<file path="src/rtl/fwd_sel_ctrl_if.sv">
// ID-stage request bundle and registered forwarding-select response for the
// EX operand mux. The pipeline front end drives the ID-side signals
// (master); fwd_sel_ctrl answers with the select and hazard outputs (slave).
interface fwd_sel_ctrl_if #(
  parameter int REGW = 5
);
  logic            id_valid;
  logic [REGW-1:0] id_rs;
  logic [REGW-1:0] id_rd;
  logic            id_wr;
  logic            id_load;
  logic            stall;
  logic            flush;
  logic [1:0]      select;
  logic [1:0]      invSelect;
  logic            load_use;

  modport master (
    output id_valid, id_rs, id_rd, id_wr, id_load, stall, flush,
    input  select, invSelect, load_use
  );

  modport slave (
    input  id_valid, id_rs, id_rd, id_wr, id_load, stall, flush,
    output select, invSelect, load_use
  );
endinterface

</file>
<file path="src/rtl/fwd_sel_ctrl.sv">
// Operand forwarding control for one EX source operand.
// A three-deep tag pipeline (EX, MEM, WB) shadows the destination registers
// of in-flight instructions. For the instruction currently in ID, the
// youngest matching producer selects the forwarding source. The select is
// registered so that it lines up with that instruction once it reaches EX.
// A load sitting in EX whose result the ID instruction needs raises
// load_use; the instruction then enters EX as a bubble and re-evaluates
// next cycle, by which time the load is in MEM and forwards normally.
module fwd_sel_ctrl #(
  parameter int REGW     = 5,
  parameter int ZERO_REG = 31
) (
  input logic         clk,
  input logic         reset_n,
  fwd_sel_ctrl_if.slave bus
);

  localparam logic [REGW-1:0] ZERO_IDX = REGW'(ZERO_REG);

  localparam logic [1:0] SEL_RF  = 2'd0;
  localparam logic [1:0] SEL_EX  = 2'd1;
  localparam logic [1:0] SEL_MEM = 2'd2;
  localparam logic [1:0] SEL_WB  = 2'd3;

  typedef struct packed {
    logic            valid;
    logic [REGW-1:0] rd;
    logic            wr;
    logic            load;
  } tag_t;

  tag_t       ex_q, mem_q, wb_q;
  tag_t       ex_d;
  logic [1:0] sel_q, inv_q, sel_d;
  logic       ex_hit, mem_hit, wb_hit;
  logic       issue;
  logic       load_use;

  // A stage is a forwarding source only for a real writer of a non-zero register.
  function automatic logic produces(input tag_t t, input logic [REGW-1:0] r);
    return t.valid && t.wr && (t.rd == r) && (r != ZERO_IDX);
  endfunction

  // Match the ID source against pre-edge tags, detect load-use, pick the next select.
  always_comb begin
    // NOTE: every output of this block is defaulted first so no path can leave
    // a stale value behind and infer a latch.
    ex_hit   = produces(ex_q,  bus.id_rs);
    mem_hit  = produces(mem_q, bus.id_rs);
    wb_hit   = produces(wb_q,  bus.id_rs);
    load_use = bus.id_valid && !bus.flush && ex_hit && ex_q.load;
    issue    = bus.id_valid && !bus.flush && !load_use;
    sel_d    = SEL_RF;
    if (issue) begin
      if (ex_hit)       sel_d = SEL_EX;
      else if (mem_hit) sel_d = SEL_MEM;
      else if (wb_hit)  sel_d = SEL_WB;
    end
    ex_d.valid = issue;
    ex_d.rd    = bus.id_rd;
    ex_d.wr    = bus.id_wr;
    ex_d.load  = bus.id_load;
  end

  // Advance the tag pipeline and register select/invSelect; a stall freezes everything.
  always_ff @(posedge clk or negedge reset_n) begin
    // NOTE: state is updated with non-blocking assignments so every stage
    // samples its neighbour's pre-edge value, giving a true shift.
    if (!reset_n) begin
      ex_q  <= '0;
      mem_q <= '0;
      wb_q  <= '0;
      sel_q <= SEL_RF;
      inv_q <= ~SEL_RF;
    end else if (!bus.stall) begin
      wb_q  <= mem_q;
      mem_q <= ex_q;
      ex_q  <= ex_d;
      sel_q <= sel_d;
      inv_q <= ~sel_d;
    end
  end

  assign bus.select    = sel_q;
  assign bus.invSelect = inv_q;
  assign bus.load_use  = load_use;

endmodule

</file>
<file path="src/flat_wrapper.sv">
// flat-port wrapper written by rule: the top's interface ports become plain ports
module fwd_sel_ctrl_flat 
#(
  parameter int REGW     = 5,
  parameter int ZERO_REG = 31
)
  (clk, reset_n, bus_id_valid, bus_id_rs, bus_id_rd, bus_id_wr, bus_id_load, bus_stall, bus_flush, bus_select, bus_invSelect, bus_load_use);
  fwd_sel_ctrl_if #(.REGW(REGW)) bus_i ();
  input logic clk;
  input logic reset_n;
  input wire logic [$bits(bus_i.id_valid)-1:0] bus_id_valid;
  input wire logic [$bits(bus_i.id_rs)-1:0] bus_id_rs;
  input wire logic [$bits(bus_i.id_rd)-1:0] bus_id_rd;
  input wire logic [$bits(bus_i.id_wr)-1:0] bus_id_wr;
  input wire logic [$bits(bus_i.id_load)-1:0] bus_id_load;
  input wire logic [$bits(bus_i.stall)-1:0] bus_stall;
  input wire logic [$bits(bus_i.flush)-1:0] bus_flush;
  output wire logic [$bits(bus_i.select)-1:0] bus_select;
  output wire logic [$bits(bus_i.invSelect)-1:0] bus_invSelect;
  output wire logic [$bits(bus_i.load_use)-1:0] bus_load_use;
  assign bus_i.id_valid = bus_id_valid;
  assign bus_i.id_rs = bus_id_rs;
  assign bus_i.id_rd = bus_id_rd;
  assign bus_i.id_wr = bus_id_wr;
  assign bus_i.id_load = bus_id_load;
  assign bus_i.stall = bus_stall;
  assign bus_i.flush = bus_flush;
  assign bus_select = bus_i.select;
  assign bus_invSelect = bus_i.invSelect;
  assign bus_load_use = bus_i.load_use;
  fwd_sel_ctrl #(.REGW(REGW), .ZERO_REG(ZERO_REG)) u_core (.clk(clk), .reset_n(reset_n), .bus(bus_i));
endmodule
</file>
<file path="config.mk">
export PLATFORM = sky130hd
export DESIGN_NAME = fwd_sel_ctrl_flat
export DESIGN_NICKNAME = d
export VERILOG_FILES = /design/src/rtl/fwd_sel_ctrl_if.sv /design/src/rtl/fwd_sel_ctrl.sv /design/src/flat_wrapper.sv
export SDC_FILE = /design/constraint.sdc
export NUM_CORES = 1
export LEC_CHECK = 0
export BUFFER_PORTS_ARGS = -buffer_cell sky130_fd_sc_hd__buf_2
export CAP_MARGIN = 10
export CORE_MARGIN = 8
export CORE_UTILIZATION = 40
export CTS_CLUSTER_DIAMETER = 120
export DETAILED_ROUTE_END_ITERATION = 8
export PLACE_DENSITY = 0.6
export SLEW_MARGIN = 0
export SYNTH_ARGS = -nofsm -noshare
export SYNTH_HDL_FRONTEND = slang
export SYNTH_SLANG_ARGS = --single-unit
</file>
<file path="constraint.sdc">
create_clock -name clk -period 2.65 [get_ports clk]
set_clock_uncertainty 0.2 [all_clocks]
set_input_delay 0.265 -clock clk [delete_from_list [all_inputs] [get_ports clk]]
set_output_delay 0.265 -clock clk [all_outputs]
set_load 0.05 [all_outputs]
</file>
Yosys cells after proc, flatten, opt, wreduce, memory -nomap -nowiden

Index checks and enable logic that the tools add are counted.
Widths: inputs -> output; s select.

Register bits after elaboration: 26
Bits of input ports: 17
Output and inout bits: 5
Logic and storage cells: 36

Equal/unequal tests: 4
Muxes and demuxes: 4
Bitwise operators: 1
Reductions and logical operators: 15

Operators by type and width:

| operator           | count |
|---|---|
| $eq 5x5->1         | 3 |
| $logic_and 1x1->1  | 13 |
| $mux 2             | 4 |
| $ne 5x5->1 const B | 1 |
| $logic_not 1->1    | 2 |
| $not 2->2          | 1 |

Logic depth before layout (Yosys ltp)

Gate-level depths: netlist of run 1.

Word-level depth: 9
Depth in mapped cells: 5
Mapped depth without buffers: 5

Least setup slack after synthesis of run 1

No wires, ideal clock.

Kind: flip-flop to flip-flop
Start: register u_core.ex_q[2] in the netlist's numbering
End: register u_core.ex_q[7] in the netlist's numbering
Library setup time: 143 ps
Arrival time: 1583 ps
Required time: 2307 ps
Path slack: 724 ps
Stages on the path, launching flop included: 6
Path buffers: 0
Clock period less this slack: 1926 ps
Cell sequence: dfrtp_1 -> xnor2_1 -> nand4_1 -> nor3b_4 -> and4b_1 -> o21ai_1

Cells in the longest elaborated chain, start to end: 7

RTL lines:

| element                        | line               | RTL |
|---|---|---|
| start, declared                | fwd_sel_ctrl.sv:32 | `tag_t ex_q, mem_q, wb_q;` |
| start signal, assigned         | fwd_sel_ctrl.sv:70 | `ex_q <= '0;` |
| start signal, assigned         | fwd_sel_ctrl.sv:78 | `ex_q <= ex_d;` |
| $eq 5x5->1                     | fwd_sel_ctrl.sv:41 | `return t.valid && t.wr && (t.rd == r) && (r != ZERO_IDX);` |
| $logic_and 1x1->1 (2 in a row) | fwd_sel_ctrl.sv:41 |  |
| $logic_and 1x1->1 (2 in a row) | fwd_sel_ctrl.sv:51 | `load_use = bus.id_valid && !bus.flush && ex_hit && ex_q.load;` |
| named net bus_load_use         | flat_wrapper.sv:20 | `output wire logic [$bits(bus_i.load_use)-1:0] bus_load_use;` |
| $logic_not 1->1                | fwd_sel_ctrl.sv:52 | `issue = bus.id_valid && !bus.flush && !load_use;` |
| $logic_and 1x1->1              | fwd_sel_ctrl.sv:52 |  |

The timed path passes the listed nets, and every way through them passes these cells.
A chain may end at the register's enable or synchronous reset.

Final worst setup path of run 1

Start: register u_core.ex_q[5] in the netlist's numbering
End: output bus_load_use

Cells in the longest elaborated chain, start to end: 5

RTL lines:

| element                        | line |
|---|---|
| $eq 5x5->1                     | fwd_sel_ctrl.sv:41 |
| $logic_and 1x1->1 (2 in a row) | fwd_sel_ctrl.sv:41 |
| $logic_and 1x1->1 (2 in a row) | fwd_sel_ctrl.sv:51 |
| end, declared                  | flat_wrapper.sv:20 |

No other way between the ends.

==> results.py, run 1 <==
metrics = {
    "run_status": {
        "outcome": "finished, final reports clean",
    },
    "pwr": {
        "clkPwrFrac_pct": 30.8,
        "p_int_w": 0.000680,
        "power.leakage_nw": 0.656,
        "power_frac_seq_pct": 53.6,
        "power.switching_w": 0.000218,
        "swShare_pct": 24.3,
        "p_comb_share_pct": 15.6,
        "p_per_area_mw_per_mm2": 604,
        "ir_drop_v": 0.000328,
    },
    "job": {
        "drv_cap": 0,
    },
    "sta": {
        "finalMaxSlewViolations": 0,
        "finalSetupTns_ns": 0,
        "fmax_mhz": 418,
        "min_period_ns": 2.39,
        "min_period_over_period_pct": 90.3,
        "tightest_slew_ns": 0.558,
        "hold_viol": 0,
        "final-setup-viol-count": 0,
        "rsz0062_at_grt": "no",
        "maxSlewHeadroom_pct": 62.8,
    },
    "clocking": {
        "clockBufferDepth": 2,
        "cts_buffers": 3,
        "clk_latency_ns": 0.33,
        "cts.repair.resized": 0,
        "clk_pin_slew_worst_paths_ns": 0.15,
        "cts_num_sinks": 26,
        "cts_tree": "yes",
        "hold_buffers": 8,
        "htreeDepth": 1,
        "cts-root-buf": "clkbuf_4",
        "cts_setup_buffers": 0,
    },
    "setup_path": {
        "crit_type": "reg2out",
        "worstPathRequired_ns": 2.18,
        "reg2reg_depth": 5,
        "timing.rr.start": "u_core.ex_q[5]$_DFFE_PN0N_",
        "end_kind": "output pin",
        "r2r_slack_ns": 0.90,
        "reg2reg_to": "u_core.bus.select[0]$_DFFE_PN0N_",
        "critPathLaunchType": "register",
        "cp_max_fo": 5,
        "arrival_ns": 1.93,
    },
    "yosys": {
        "yosys_warnings": 0,
        "ys_top_cells_by_count": "24 x dfrtp_1, 21 x mux2_2, 9 x xnor2_1",
        "synth_cell_types": 25,
        "ys_seq_elements": 26,
        "yosysSeqAreaShare_pct": 53.4,
        "synthMostInstantiatedCell": "dfrtp_1",
        "synth_nets": 107,
        "synth_top_area_cell": "dfrtp_1",
        "synth-async-reset-ratio_pct": 100,
        "synth_edf_count": 0,
        "synthCells": 90,
        "syn_area_mm2": 0.00122,
        "synth_top_area_share_pct": 49.1,
        "synth_flop_cell": "dfrtp_1",
        "synthTopCellsByArea": "dfrtp_1 49%, mux2_2 19%, xnor2_1 6.4%, dfstp_2 4.3%, xor2_1 4.3%",
        "syn_area_per_cell_um2": 13.6,
    },
    "cells_and_area": {
        "nets": 138,
        "seq_area_um2": 653,
        "area_delta_synth_final_pct": 21.7,
        "final_area_mm2": 0.00149,
        "num-fill-cells": 269,
        "diodes": 0,
        "multi_input_area_um2": 544,
        "drive_gt1_share_pct": 44.2,
    },
    "floorplan": {
        "design.core.area_mm2": 0.00298,
        "ios": 22,
        "die_w_um": 71.3,
        "fp.dieH_um": 71.3,
        "initial_utilization_pct": 41.1,
        "rows": 20,
        "die_area_mm2": 0.00508,
    },
    "global_routing": {
        "antenna_found_initial": 0,
        "grt_use_total_pct": 9.62,
        "gr-total-overflow": 0,
        "grt_pass1_vias": 866,
        "grt_pass1_wl_um": 3880,
        "grt_max_degree": 29,
    },
    "min_path": {
        "worstHoldStart": "bus_flush",
        "hold-path-endpoint": "u_core.ex_q[7]$_DFFE_PN0N_",
        "hold_depth": 3,
        "hp-class": "in2reg",
    },
    "placement": {
        "place_area_mm2": 0.00136,
        "portBuffers": 21,
        "dp_hpwl_um": 1620,
        "gp_congestion": 0.756,
    },
    "route": {
        "drc": 0,
        "wire_per_inst_um": 14.4,
        "viasPerCell": 5.12,
        "vias": 784,
        "drtIter0Drc": 39,
        "dr.pass1.iters": 4,
        "wl_um": 2210,
        "ant_nets": 0,
    },
}
## per-layer routing
layer	global-route usage, %	wire, um	vias up
li1	-	-	383
met4	6.00	43	0
met5	0	0	-
met2	15.7	1070	15
met3	3.07	123	4
met1	10.6	971	382
## critical path: stages, from the launching register on
cell and delay (ns):
dfrtp_1 0.44, xnor2_1 0.16, nand4_1 0.16, nor3b_4 0.31, and4b_1 0.25, buf_2 0.27
## kinds of logic after synthesis
| group | synth area share, % |
|---|---|
| AOI/OAI and AO/OA | 3.58 |
| xor gates and xnor gates | 10.7 |
| buffers and inverters | 2.05 |
| DFF | 53.4 |
| muxes | 19.3 |
| and+or+nand+nor | 10.8 |
## cell usage in the layout (no fill, tap or decap)
master	count
nor4b_2	1
nand3_2	1
a21oi_1	1
nor4_1	1
xor2_1	6
clkbuf_4	3
nand3_1	1
a21o_1	1
mux2_2	21
buf_2	21
nor4_2	2
dfrtp_1	24
inv_1	3
a221o_1	1
xnor2_1	9
nand4_1	3
nand2_1	3
dfstp_2	2
a211oi_1	1
a221oi_1	1
or3_1	1
o21ai_1	1
and4b_1	1
dlygate4sd3_1	8
and3_1	1
nor3b_4	1
bufinv_16	1
## how the worst max path moves through the flow
stage,slack (ns),startpoint,to,cells after the start
2_1_floorplan,0.72,u_core.ex_q[2]$_DFFE_PN0N_,u_core.ex_q[7]$_DFFE_PN0N_,5
3_3_place_gp,0.61,bus_id_rs[3],bus_load_use,6
3_5_place_dp,0.60,bus_id_rs[0],bus_load_use,6
4_1_cts,0.22,u_core.ex_q[2]$_DFFE_PN0N_,bus_load_use,5
5_1_grt,0.12,u_core.ex_q[2]$_DFFE_PN0N_,bus_load_use,5
6_report,0.26,u_core.ex_q[5]$_DFFE_PN0N_,bus_load_use,5
## cell type report
class	count	share of cell area [%]
clock inverter	1	2.02
sequential	26	43.9
clock buffer	3	1.51
multi-input combinational	58	36.6
tap	33	2.78
inverter	3	0.757
timing repair buffer	29	12.4
## power groups by stage
| stage | Combinational [W] | Clock, W | Sequential (W) |
|---|---|---|---|
| floorplan | 0.0000980 | 0 | 0.000480 |
| global placement | 0.000132 | 0 | 0.000487 |
| detailed placement | 0.000134 | 0 | 0.000490 |
| CTS | 0.000144 | 0.000284 | 0.000482 |
| global route | 0.000156 | 0.000296 | 0.000490 |
| finish | 0.000140 | 0.000277 | 0.000481 |
## per-stage QoR
stage	util (%)	cells	power [W]	setup WS [ns]	hold slack (ns)
detailed placement	45.5	141	0.000624	0.596	0.0966
CTS	50.0	153	0.000909	0.220	0.0747
global route	50.0	153	0.000941	0.119	0.0957
floorplan	-	90	0.000578	0.724	-0.231
global placement	45.5	141	0.000619	0.607	0.0960
finish	50.0	153	0.000899	0.258	0.0846
## state kept, by name, summed over array words and instances, names as in the netlist
| register | count |
|---|---|
| u_core.ex_q | 8 |
| u_core.mem_q | 7 |
| u_core.wb_q | 7 |
| u_core.bus.invSelect | 2 |
| u_core.bus.select | 2 |
Power figures use the tool's default switching activity.
==> run 2: changes to the inputs <==
--- a/config.mk
+++ b/config.mk
@@ -12,6 +12,7 @@
 export CTS_CLUSTER_DIAMETER = 120
 export DETAILED_ROUTE_END_ITERATION = 8
 export PLACE_DENSITY = 0.6
+export REMOVE_ABC_BUFFERS = 1
 export SLEW_MARGIN = 0
 export SYNTH_ARGS = -nofsm -noshare
 export SYNTH_HDL_FRONTEND = slang
==> run 2 against run 1 <==
Compared with the run above: first-iteration DRC count rose by 13%; count of clock-buffer cells in the layout unchanged; clock power shrank 2%; core utilization rose by 0.25 points; via count is 0.13% higher; sequential share of layout area down 0.22 points; die area unchanged; power fell by 0.42%; setup slack improved by 0.028 ns; global-route usage grew 0.55 points; cell area up 0.50%; maximum frequency is 1.2% higher; critical endpoint unchanged.
==> results.py, run 2 (same netlist as run 1, synthesis figures left out) <==
metrics = {
    "floorplan": {
        "die_area_mm2": 0.00508,
        "design.core.area_mm2": 0.00298,
        "die_w_um": 71.3,
        "initial_utilization_pct": 41.1,
        "ios": 22,
        "rows": 20,
        "fp.dieH_um": 71.3,
    },
    "cells_and_area": {
        "final_util_pct": 50.2,
        "final_cells": 154,
        "num-fill-cells": 280,
        "drive_gt1_share_pct": 44.6,
        "nets": 139,
        "reg_top3": "u_core.ex_q: 8 flops, u_core.mem_q: 7 flops, u_core.wb_q: 7 flops",
        "diodes": 0,
        "multi_input_area_um2": 544,
        "layout_common_cells": "24 x dfrtp_1, 21 x mux2_2, 21 x buf_2",
        "largest_register": "u_core.ex_q",
        "final_area_mm2": 0.00150,
        "largest_reg_flops": 8,
        "layout_commonest_cell": "dfrtp_1",
        "area_delta_synth_final_pct": 22.3,
        "seq_area_um2": 653,
    },
    "pwr": {
        "ir_drop_v": 0.000352,
        "p_per_area_mw_per_mm2": 599,
        "power.leakage_nw": 0.661,
    },
    "route": {
        "ant_nets": 0,
        "wire_per_inst_um": 14.6,
        "vias": 785,
        "drtIter0Drc": 44,
        "drc": 0,
        "dr.pass1.iters": 2,
        "wl_um": 2250,
        "viasPerCell": 5.10,
    },
    "clocking": {
        "cts-root-buf": "clkbuf_4",
        "cts_buffers": 3,
        "clk_pin_slew_worst_paths_ns": 0.14,
        "hold_buffers": 8,
        "cts.repair.resized": 0,
        "cts_num_sinks": 26,
        "cts_tree": "yes",
        "htreeDepth": 1,
        "cts_setup_buffers": 0,
        "clk_latency_ns": 0.33,
        "clockBufferDepth": 2,
    },
    "global_routing": {
        "grt_max_degree": 27,
        "grt_pass1_wl_um": 4020,
        "grt_pass1_vias": 868,
        "grt_use_total_pct": 10.2,
        "gr-total-overflow": 0,
        "antenna_found_initial": 0,
    },
    "placement": {
        "dp_cells": 142,
        "place_area_mm2": 0.00136,
        "portBuffers": 21,
        "dp_hpwl_um": 1710,
        "gp_congestion": 0.783,
        "place_ws_ns": 0.604,
    },
    "setup_path": {
        "crit_type": "reg2out",
        "cp-endpoint": "bus_load_use",
        "r2r_slack_ns": 0.91,
        "cp_max_fo": 5,
        "reg2reg_depth": 5,
        "arrival_ns": 1.90,
        "reg2reg_to": "u_core.bus.select[0]$_DFFE_PN0N_",
        "end_kind": "output pin",
        "critPathLaunchType": "register",
        "timing.rr.start": "u_core.mem_q[4]$_DFFE_PN0N_",
        "startpoint": "u_core.ex_q[2]$_DFFE_PN0N_",
        "worstPathRequired_ns": 2.18,
    },
    "sta": {
        "finalMaxSlewViolations": 0,
        "maxSlewHeadroom_pct": 62.5,
        "final-setup-viol-count": 0,
        "rsz0062_at_grt": "no",
        "layout_setup_ws_ns": 0.286,
        "finalSetupTns_ns": 0,
        "fmax_mhz": 423,
        "tightest_slew_ns": 0.563,
        "min_period_ns": 2.36,
        "hold_viol": 0,
        "min_period_over_period_pct": 89.2,
    },
    "run_status": {
        "outcome": "finished, final reports clean",
    },
    "min_path": {
        "hp-class": "in2reg",
    },
    "job": {
        "drv_cap": 0,
    },
}
-- run 2: cell types whose count changed in the layout (fill, tap and decap cells not counted) --
cell	before	now
buf_4	0	1
-- run 2: report_power, final --
| part | switching, W | total, W | internal [W] |
|---|---|---|---|
| registers | 0.0000355 | 0.000480 | 0.000445 |
| logic | 0.0000592 | 0.000143 | 0.0000838 |
| clock network | 0.000119 | 0.000272 | 0.000153 |
| total | 0.000214 | 0.000895 | 0.000682 |
-- run 2: worst max-delay path: stages, from the launching register on --
cell     delay [ns]
dfrtp_1        0.43
xnor2_1        0.17
nand4_1        0.17
nor3b_4        0.30
and4b_1        0.25
buf_2          0.27
-- run 2: how the worst min path moves through the flow --
stage / startpoint / endpoint / slack [ns] / cells past startpoint
final: bus_stall / u_core.ex_q[7]$_DFFE_PN0N_ / 0.07 / 3
after global routing: bus_flush / u_core.ex_q[7]$_DFFE_PN0N_ / 0.08 / 3
after detailed placement: reset_n / u_core.mem_q[2]$_DFFE_PN0N_ / 0.09 / 1
after global placement: reset_n / u_core.ex_q[2]$_DFFE_PN0N_ / 0.08 / 1
after floorplan: reset_n / u_core.bus.select[0]$_DFFE_PN0N_ / -0.23 / 0
after CTS: bus_stall / u_core.ex_q[7]$_DFFE_PN0N_ / 0.07 / 3
-- run 2: cell type report --
cell class | count | share of cell area, %
repair buffers | 30 | 12.9
clock buffers | 3 | 1.51
multi-input cells | 58 | 36.4
clock inverters | 1 | 2.01
inverters | 3 | 0.753
well taps | 33 | 2.76
flip-flops and latches | 26 | 43.7
-- run 2: per-stage QoR --
step / hold WS (ns) / power, W
after detailed placement: 0.0944 / 0.000626
final: 0.0745 / 0.000895
after global routing: 0.0753 / 0.000947
after CTS: 0.0708 / 0.000908
after global placement: 0.0831 / 0.000619
after floorplan: -0.231 / 0.000571
-- run 2: per-layer routing --
metal  up-vias  wire, um  GRT usage [%]
met1       386      1000           11.4
li1        384         -              -
met4         0        57           6.24
met3         4        80           2.79
met5         -         0              0
met2        11      1110           16.7
==> run 3: changes to the inputs <==
--- a/config.mk
+++ b/config.mk
@@ -12,6 +12,7 @@
 export CTS_CLUSTER_DIAMETER = 120
 export DETAILED_ROUTE_END_ITERATION = 8
 export PLACE_DENSITY = 0.6
+export RECOVER_POWER = 100
 export REMOVE_ABC_BUFFERS = 1
 export SLEW_MARGIN = 0
 export SYNTH_ARGS = -nofsm -noshare
==> run 3 against run 2 <==
Compared with the run above: combinational power fell by 4%; cell count did not move; wire length fell by 0.40%; die area did not move; non-clock buffer count did not move; critical path depth did not move; hold slack got worse by 0.00061 ns; largest cell class unchanged.
==> results.py, run 3 (same netlist as run 1, synthesis figures left out) <==
metrics = {
    "pwr": {
        "power.leakage_nw": 0.637,
        "p_per_area_mw_per_mm2": 606,
        "ir_drop_v": 0.000330,
    },
    "floorplan": {
        "fp.dieH_um": 71.3,
        "die_area_mm2": 0.00508,
        "design.core.area_mm2": 0.00298,
        "initial_utilization_pct": 41.1,
        "ios": 22,
        "die_w_um": 71.3,
        "rows": 20,
    },
    "clocking": {
        "clockBufferDepth": 2,
        "clk_latency_ns": 0.32,
        "htreeDepth": 1,
        "clk_pin_slew_worst_paths_ns": 0.14,
        "cts-root-buf": "clkbuf_4",
        "cts.repair.resized": 0,
        "cts_num_sinks": 26,
        "cts_tree": "yes",
        "cts_buffers": 3,
    },
    "sta": {
        "finalMaxSlewViolations": 0,
        "min_period_ns": 2.37,
        "layout_setup_ws_ns": 0.281,
        "min_period_over_period_pct": 89.4,
        "maxSlewHeadroom_pct": 10.0,
        "finalSetupTns_ns": 0,
        "tightest_slew_ns": 1.35,
        "hold_viol": 0,
        "fmax_mhz": 422,
        "final-setup-viol-count": 0,
        "rsz0062_at_grt": "no",
        "holdWs_ns": 0.0739,
    },
    "placement": {
        "portBuffers": 21,
        "place_ws_ns": 0.604,
        "dp_hpwl_um": 1710,
        "gp_congestion": 0.783,
    },
    "setup_path": {
        "reg2reg_depth": 5,
        "arrival_ns": 1.90,
        "timing.rr.start": "u_core.wb_q[4]$_DFFE_PN0N_",
        "cp-endpoint": "bus_load_use",
        "critPathLaunchType": "register",
        "worstPathRequired_ns": 2.18,
        "r2r_slack_ns": 0.87,
        "end_kind": "output pin",
        "reg2reg_to": "u_core.bus.select[0]$_DFFE_PN0N_",
        "startpoint": "u_core.ex_q[2]$_DFFE_PN0N_",
        "cp_max_fo": 5,
        "crit_type": "reg2out",
    },
    "global_routing": {
        "grt_use_total_pct": 10.2,
        "grt_pass1_vias": 868,
        "grt_pass1_wl_um": 4020,
        "gr-total-overflow": 0,
        "antenna_found_initial": 0,
        "grt_max_degree": 27,
    },
    "route": {
        "drc": 0,
        "dr.pass1.iters": 4,
        "vias": 780,
        "drtIter0Drc": 40,
        "wire_per_inst_um": 14.6,
        "ant_nets": 0,
        "viasPerCell": 5.06,
        "wl_um": 2240,
    },
    "cells_and_area": {
        "largest_register": "u_core.ex_q",
        "diodes": 0,
        "layout_commonest_cell": "dfrtp_1",
        "layout_common_cells": "24 x dfrtp_1, 21 x mux2_2, 14 x buf_2",
        "nets": 139,
        "area_delta_synth_final_pct": 19.9,
        "largest_reg_flops": 8,
        "drive_gt1_share_pct": 36.4,
        "reg_top3": "u_core.ex_q: 8 flops, u_core.mem_q: 7 flops, u_core.wb_q: 7 flops",
    },
    "job": {
        "drv_cap": 0,
    },
    "min_path": {
        "hp-class": "in2reg",
    },
    "run_status": {
        "outcome": "finished, final reports clean",
    },
}
-- run 3: worst min-delay path by stage --
stage / slack [ns] / cells after the start / to / start
after floorplan: -0.23 / 0 / u_core.bus.select[0]$_DFFE_PN0N_ / reset_n
after global placement: 0.08 / 1 / u_core.ex_q[2]$_DFFE_PN0N_ / reset_n
after detailed placement: 0.09 / 1 / u_core.mem_q[2]$_DFFE_PN0N_ / reset_n
after CTS: 0.07 / 3 / u_core.ex_q[7]$_DFFE_PN0N_ / bus_stall
after global routing: 0.06 / 3 / u_core.ex_q[7]$_DFFE_PN0N_ / bus_flush
final: 0.07 / 3 / u_core.ex_q[7]$_DFFE_PN0N_ / bus_flush
-- run 3: through the flow --
step / power, W / util, % / instances / instance area, um2
3_3_place_gp: 0.000619 / 45.8 / 142 / 1360
2_1_floorplan: 0.000571 / - / 87 / 1210
3_5_place_dp: 0.000626 / 45.8 / 142 / 1360
5_1_grt: 0.000941 / 49.2 / 154 / 1470
4_1_cts: 0.000908 / 50.2 / 154 / 1500
6_report: 0.000887 / 49.2 / 154 / 1470
-- run 3: worst max-delay path, cell delays in order (launching register included) --
cell and delay [ns]:
dfrtp_1 0.43, xnor2_1 0.17, nand4_1 0.17, nor3b_4 0.28, and4b_1 0.25, clkbuf_2 0.28
-- run 3: where the power goes --
group | total (W) | internal [W] | switching (W) | leakage [nW]
clock | 0.000270 | 0.000153 | 0.000117 | 0.0279
sequential | 0.000480 | 0.000445 | 0.0000356 | 0.311
combinational | 0.000137 | 0.0000818 | 0.0000549 | 0.298
total | 0.000887 | 0.000679 | 0.000208 | 0.637
-- run 3: metal layers --
metal | global-route usage, % | routed length [um]
met5 | 0 | 0
met4 | 6.24 | 55
met3 | 2.79 | 88
met2 | 16.7 | 1130
met1 | 11.4 | 973
-- run 3: cell type report --
class | instances | area (um2)
flip-flops and latches | 26 | 653
clock inverters | 1 | 30.0
repair buffers | 30 | 181
fillers | 291 | 1510
multi-input cells | 58 | 526
well taps | 33 | 41.3
inverters | 3 | 11.3
clock buffers | 3 | 22.5
-- run 3: timing repair --
action | 4_1_cts | 5_1_grt
hold buffers | 8 | 0
hold endpoints to repair | 31 | 0
setup buffers | 0 | 0
